[config.mk]
export PLATFORM = sky130hd
export DESIGN_NAME = bridge_reg_leaf
export DESIGN_NICKNAME = d
export VERILOG_FILES = /design/src/rtl/bridge_reg_leaf.sv
export SDC_FILE = /design/constraint.sdc
export NUM_CORES = 1
export LEC_CHECK = 0
export ABC_AREA = 1
export ABC_CLOCK_PERIOD_IN_PS = 1300
export BUFFER_PORTS_ARGS = -buffer_cell sky130_fd_sc_hd__buf_2
export CAP_MARGIN = 5
export CORE_MARGIN = 8
export CORE_UTILIZATION = 46
export DETAILED_ROUTE_END_ITERATION = 8
export PLACE_DENSITY = 0.77
export SLEW_MARGIN = 20
export SYNTH_ARGS = -nofsm -noshare
export SYNTH_HDL_FRONTEND = slang
export SYNTH_SLANG_ARGS = --single-unit
[constraint.sdc]
create_clock -name clk -period 1.3 [get_ports clk]
set_input_delay 0.13 -clock clk [delete_from_list [all_inputs] [get_ports clk]]
set_output_delay 0.13 -clock clk [all_outputs]
set_load 0.05 [all_outputs]
[src/rtl/bridge_reg_leaf.sv]
// Register leaf on the bridge tree: four control registers, four sampled status
// words, a single-entry command mailbox to the core, and a constant ID word.
module bridge_reg_leaf #(
    parameter logic [31:0] BASE_ADDR = 32'hF800_0000,
    parameter logic [31:0] ADDR_MASK = 32'hFFFF_FF00,
    parameter logic [31:0] LEAF_ID   = 32'h0000_0000
) (
    input  logic              clk,
    input  logic              reset,
    input  logic [31:0]       bridge_addr,
    input  logic [31:0]       bridge_wr_data,
    input  logic              bridge_wr,
    input  logic              bridge_rd,
    output logic [31:0]       bridge_rd_data,
    output logic [3:0][31:0]  ctrl_out,
    output logic [3:0]        ctrl_wr_pulse,
    input  logic [3:0][31:0]  stat_in,
    output logic              cmd_valid,
    output logic [31:0]       cmd_data,
    input  logic              cmd_ready
);

    localparam logic [5:0] OFF_CMD     = 6'h08;
    localparam logic [5:0] OFF_CMD_STS = 6'h09;
    localparam logic [5:0] OFF_LEAF_ID = 6'h0A;

    logic        sel;
    logic [5:0]  off;
    logic        wr_hit;
    logic        ctrl_wr;
    logic        cmd_wr;
    logic        cmd_take;
    logic        ovf_set;
    logic        ovf_clr;
    logic        overflow;
    logic [31:0] rd_value;

    assign sel      = (bridge_addr & ADDR_MASK) == BASE_ADDR;
    assign off      = bridge_addr[7:2];
    assign wr_hit   = bridge_wr && sel;
    assign ctrl_wr  = wr_hit && (off[5:2] == 4'h0);
    assign cmd_wr   = wr_hit && (off == OFF_CMD);
    // A CMD write is taken when the mailbox is empty or being drained this cycle.
    assign cmd_take = cmd_wr && (!cmd_valid || cmd_ready);
    assign ovf_set  = cmd_wr && cmd_valid && !cmd_ready;
    assign ovf_clr  = wr_hit && (off == OFF_CMD_STS) && bridge_wr_data[1];

    always_comb begin
        rd_value = '0;
        case (off)
            6'h00, 6'h01, 6'h02, 6'h03: rd_value = ctrl_out[off[1:0]];
            6'h04, 6'h05, 6'h06, 6'h07: rd_value = stat_in[off[1:0]];
            OFF_CMD:                    rd_value = cmd_data;
            OFF_CMD_STS:                rd_value = {30'd0, overflow, cmd_valid};
            OFF_LEAF_ID:                rd_value = LEAF_ID;
            default:                    rd_value = '0;
        endcase
    end

    always_ff @(posedge clk) begin
        if (reset) begin
            bridge_rd_data <= '0;
        end else if (bridge_rd) begin
            bridge_rd_data <= sel ? rd_value : '0;
        end
    end

    always_ff @(posedge clk) begin
        if (reset) begin
            ctrl_out      <= '0;
            ctrl_wr_pulse <= '0;
        end else begin
            ctrl_wr_pulse <= '0;
            if (ctrl_wr) begin
                ctrl_out[off[1:0]]      <= bridge_wr_data;
                ctrl_wr_pulse[off[1:0]] <= 1'b1;
            end
        end
    end

    always_ff @(posedge clk) begin
        if (reset) begin
            cmd_valid <= 1'b0;
            cmd_data  <= '0;
        end else if (cmd_take) begin
            cmd_valid <= 1'b1;
            cmd_data  <= bridge_wr_data;
        end else if (cmd_valid && cmd_ready) begin
            cmd_valid <= 1'b0;
        end
    end

    // Set wins over clear so a coinciding overflow is never lost.
    always_ff @(posedge clk) begin
        if (reset) begin
            overflow <= 1'b0;
        end else if (ovf_set) begin
            overflow <= 1'b1;
        end else if (ovf_clr) begin
            overflow <= 1'b0;
        end
    end

endmodule
# Yosys cells after proc, flatten, opt, wreduce, memory -nomap -nowiden
# Cells that the tools add are included.
[totals] reg_bits=198 input_bits=197 out_inout_bits=197 elab_cells=57
[op_classes] magnitude_cmp=2 eq_ne=10 mux=15 n_bitwise=1 n_reduce_logical=20
[ops] operator="32-bit binary-select mux with 2-bit select" count=2
[ops] operator="128-bit bitwise mux" count=1
[ops] operator="32-bit 2-to-1 mux" count=4
[ops] operator="32-bit case mux with 4 select lines" count=1
[ops] operator="32-bit demux with 2-bit select" count=1
[ops] operator="24-bit equality test, second input constant" count=1
[ops] operator="6-bit by 3-bit equality test with 1-bit output, second input constant" count=4
[ops] operator="6-bit by 2-bit equality test with 1-bit output, second input constant" count=2
[ops] operator="6-bit by 4-bit equality test with 1-bit output, second input constant" count=2
[ops] operator="1-bit logical AND" count=10
[ops] operator="4-bit OR reduction" count=2
[ops] operator="6-bit by 1-bit equality test with 1-bit output, second input constant" count=1
[ops] operator="6-bit logical NOT" count=1
[ops] operator="1-bit 2-to-1 mux" count=5
[ops] operator="4-bit logical NOT" count=1
[ops] operator="2-bit nonzero test" count=2
[ops] operator="2-bit by 3-bit < comparator with 1-bit output, second input constant" count=1
[ops] operator="1-bit demux with 2-bit select" count=1
[ops] operator="2-bit by 1-bit greater-or-equal comparator with 1-bit output, second input constant" count=1
[ops] operator="1-bit logical NOT" count=2
[ops] operator="2-bit OR reduction" count=1
[ops] operator="1-bit logical OR" count=1
[ops] operator="1-bit inverter" count=1

# Logic depth before layout (Yosys ltp)
[logic_depth] ltp_word=6 depth_mapped=11 depth_no_buf=10

# Worst setup path before layout
# OpenSTA, ideal clock, no wires.
[synth_path] path_kind="register to register" startpoint="register cmd_valid" endpoint="register cmd_data[21]" setup_ps=110 arrival_time_ps=1604 t_required_ps=1190 path_slack_ps=-414 path_stages_with_launch=9 n_path_buf=1 period_less_slack_ps=1714 cell_sequence="dfxtp_1 inv_1 nor2_1 clkinv_1 nand4_1 clkbuf_1 nand2_1 inv_1 nor2_1"
[synth_between] elab_chain_cells=3
[synth_rtl] element="start, declared" line="18" source="output logic cmd_valid,"
[synth_rtl] element="start signal, assigned" line="83" source="cmd_valid <= 1'b0;"
[synth_rtl] element="start signal, assigned" line="86" source="cmd_valid <= 1'b1;"
[synth_rtl] element="start signal, assigned" line="89" source="cmd_valid <= 1'b0;"
[synth_rtl] element="1-bit logical NOT" line="44" source="assign cmd_take = cmd_wr && (!cmd_valid || cmd_ready);"
[synth_rtl] element="1-bit logical OR" line="44"
[synth_rtl] element="1-bit logical AND" line="44"
[synth_rtl] element="end signal, assigned" line="87" source="cmd_data <= bridge_wr_data;"
[synth_rtl] element="end, declared" line="19" source="output logic [31:0] cmd_data,"
# No other way between the ends.
# A chain may end at the register's enable or synchronous reset.

# Final worst setup path
[layout_path] startpoint="register cmd_data[31]" endpoint="output port cmd_data[31]"
# No word-level cell between the ends.

==> results.md <==
* Status: finished clean
* Syn Area/Cell at 5.75 µm²
* Slew of the pin with the lowest slew margin at 0.409 ns
* Setup-failing EPs final at 0
* Slew margin rel. at 72.4%
* Max-slew violations at 0
* Kind of critical path: reg -> out
* Clock Tree Root: clkbuf_16
* Crit path largest cell delay at 0.47 ns
* Drt wl/cell at 17.6 µm
* Area share of the largest cell type after synthesis at 34.5%
* CP max-delay cell: dfxtp_1
* Finished Core Util at 61.8%
* Top Family by Delay on Critical Path: flip-flops
* Multi-input logic area at 5620 µm²
* Fmax at 774 MHz
* Router iterations before antenna repair at 6
* Synth area leader: dfxtp_1
* Critical path peak fanout at 3
* Worst skew pair latency at 0.44 ns
* Max-cap viol count at 0
* Fillers at 2414
* CP bufs+invs at 1
* Inst Count DP at 2698
* RePlAce Congestion at 0.957
* Minimum clock period at 1.29 ns
* Routed WL at 48200 µm
* Initial antenna violation count at 6
* Clk buf depth at 2
* Initial DRC Count at 1399
* Post-Synthesis Net Count at 2196
* H-tree Lvls at 4
* Leakage power at 8.18 nW
* Clk slew on worst S/H paths at 0.08 ns
* Residual DRC at 0
* Critical path startpoint category: flip-flop
* Die Y at 174 µm
* Worst endpoint required time at 1.17 ns
* Die Width at 174 µm
* Cells after synthesis at 1999
* Crit path capture type: primary output
* Cts hold-fix bufs at 0
* WP data arrival at 1.16 ns
* Largest net degree at the start of global routing at 63
* Area growth from synthesis to layout at 33.6%
* Share of layout cells above drive strength 1 at 23.4%
* Ys Warns at 0
* Most common cell after layout, fill and taps aside: nand2_1
* I/O Pins at 394
* Reg area at 3970 µm²
* VDD IR-drop max at 0.651 mV
* Core area at 24900 µm²
* Hold Path Class: in -> reg
* Synth Register Bits at 198
* Clk sinks at 198
* Worst Clk Skew at 0.0129 ns
* Pwr per Cell Area at 862 nW/µm²
* Via count at 14252
* Port Buffer Count at 391
* Commonest cells after routing, fill and taps aside: 626 x nand2_1, 377 x buf_2, 365 x inv_1
* Seq/Total Area, Yosys at 34.5%
* Gr usage total at 30.3%
* Final Hold Fails at 0
* First-pass GRT wire length at 74200 µm
* Initial core utilization at 46.2%
* Post-synth cell types at 17
* Row count at 58
* Fin cells at 2738
* Nets at 2589
* Post-DR vias/cell at 5.21
* Crit share post-route at 99.4%
* Post-Syn Area at 11500 µm²
* DRT antenna net count at 0
* CTS buffer count at 17
* Vias in the first global route at 13803
* CTS tree: yes
* Top cells by area, synth: dfxtp_1 34%, nand2_1 20%, inv_1 12%, nand4_1 9.2%, nor2_1 8.9%
* CP cell instances: buf_4
* Die area at 30300 µm²
* Grt total ovfl at 0
* HPWL Detailed at 35400 µm
cells by family after synthesis:
| logic type | after synthesis | share of synthesized area, % |
|---|---|---|
| compound gates | 180 | 7.83 |
| simple gates | 1113 | 40.6 |
| flops | 198 | 34.5 |
| buf+inv | 508 | 17.2 |
metrics by stage:
step | setup WS (ns) | hold slack, ns | total power, mW | setup TNS (ns) | instance area (µm²)
floorplan | -0.0459 | 0.349 | 7.12 | -0.947 | 11600
global placement | -0.341 | 0.450 | 7.93 | -44.42 | 14600
detailed placement | -0.345 | 0.462 | 7.94 | -50.67 | 14600
CTS | -0.0130 | 0.0530 | 13.3 | -0.0517 | 15200
global route | -0.00585 | 0.0768 | 13.7 | -0.00781 | 15400
finish | 0.00783 | 0.0684 | 13.3 | 0 | 15400
where the power goes:
| part | internal [mW] | switching [mW] |
|---|---|---|
| Combinational | 0.612 | 1.09 |
| Clock | 2.67 | 2.75 |
| Sequential | 6.10 | 0.0257 |
| Total | 9.38 | 3.87 |
repair_timing:
action                     4_1_cts  5_1_grt
pin swaps                        0        2
setup buffers                    0        2
resized for setup                7       26
cloned                           0        3
setup endpoints to repair       26       79
synthesized netlist by cell type:
cell type,number
nand2_1,628
inv_1,369
nor2_1,272
dfxtp_1,198
nand4_1,170
a21oi_1,122
clkbuf_1,64
o21ai_0,58
buf_2,47
nand3_1,40
buf_1,24
buf_4,2
clkinv_1,1
inv_2,1
nor2_4,1
nor3_1,1
nor3b_1,1
final timing paths:
| kind | start | to | slack (ns) | cells after the start |
|---|---|---|---|---|
| worst min register to register | bridge_rd_data[0] | bridge_rd_data[0] | 0.47 | 2 |
| worst max register to register | ctrl_out[1] | bridge_rd_data[1] | 0.07 | 8 |
| worst max-delay path | cmd_data[31] | cmd_data[31] | 0.008 | 1 |
| worst min-delay path | reset | ctrl_out[28] | 0.07 | 4 |
flip-flops by register name, indices dropped and copies added (netlist names):
| name | flops |
|---|---|
| bridge_rd_data | 32 |
| cmd_data | 32 |
| cmd_valid | 1 |
| ctrl_out | 128 |
| ctrl_wr_pulse | 4 |
| overflow | 1 |
cell type report:
| cell class | count | share of cell area [%] |
|---|---|---|
| Multi-Input combinational cell | 1293 | 36.5 |
| Sequential cell | 198 | 25.8 |
| Timing Repair Buffer | 511 | 22.0 |
| Inverter | 371 | 9.12 |
| Clock buffer | 19 | 2.95 |
| Tap cell | 330 | 2.69 |
| Clock inverter | 13 | 0.830 |
| Antenna cell | 3 | 0.0488 |
layer usage:
metal,GRT usage [%],part of all wire (%),vias up
met5,0,0.056,-
met4,14.0,4.1,6
met3,6.81,9.9,134
met2,49.6,46,832
met1,37.4,40,6391
li1,-,-,6889
(Power assumes the default switching activity.)
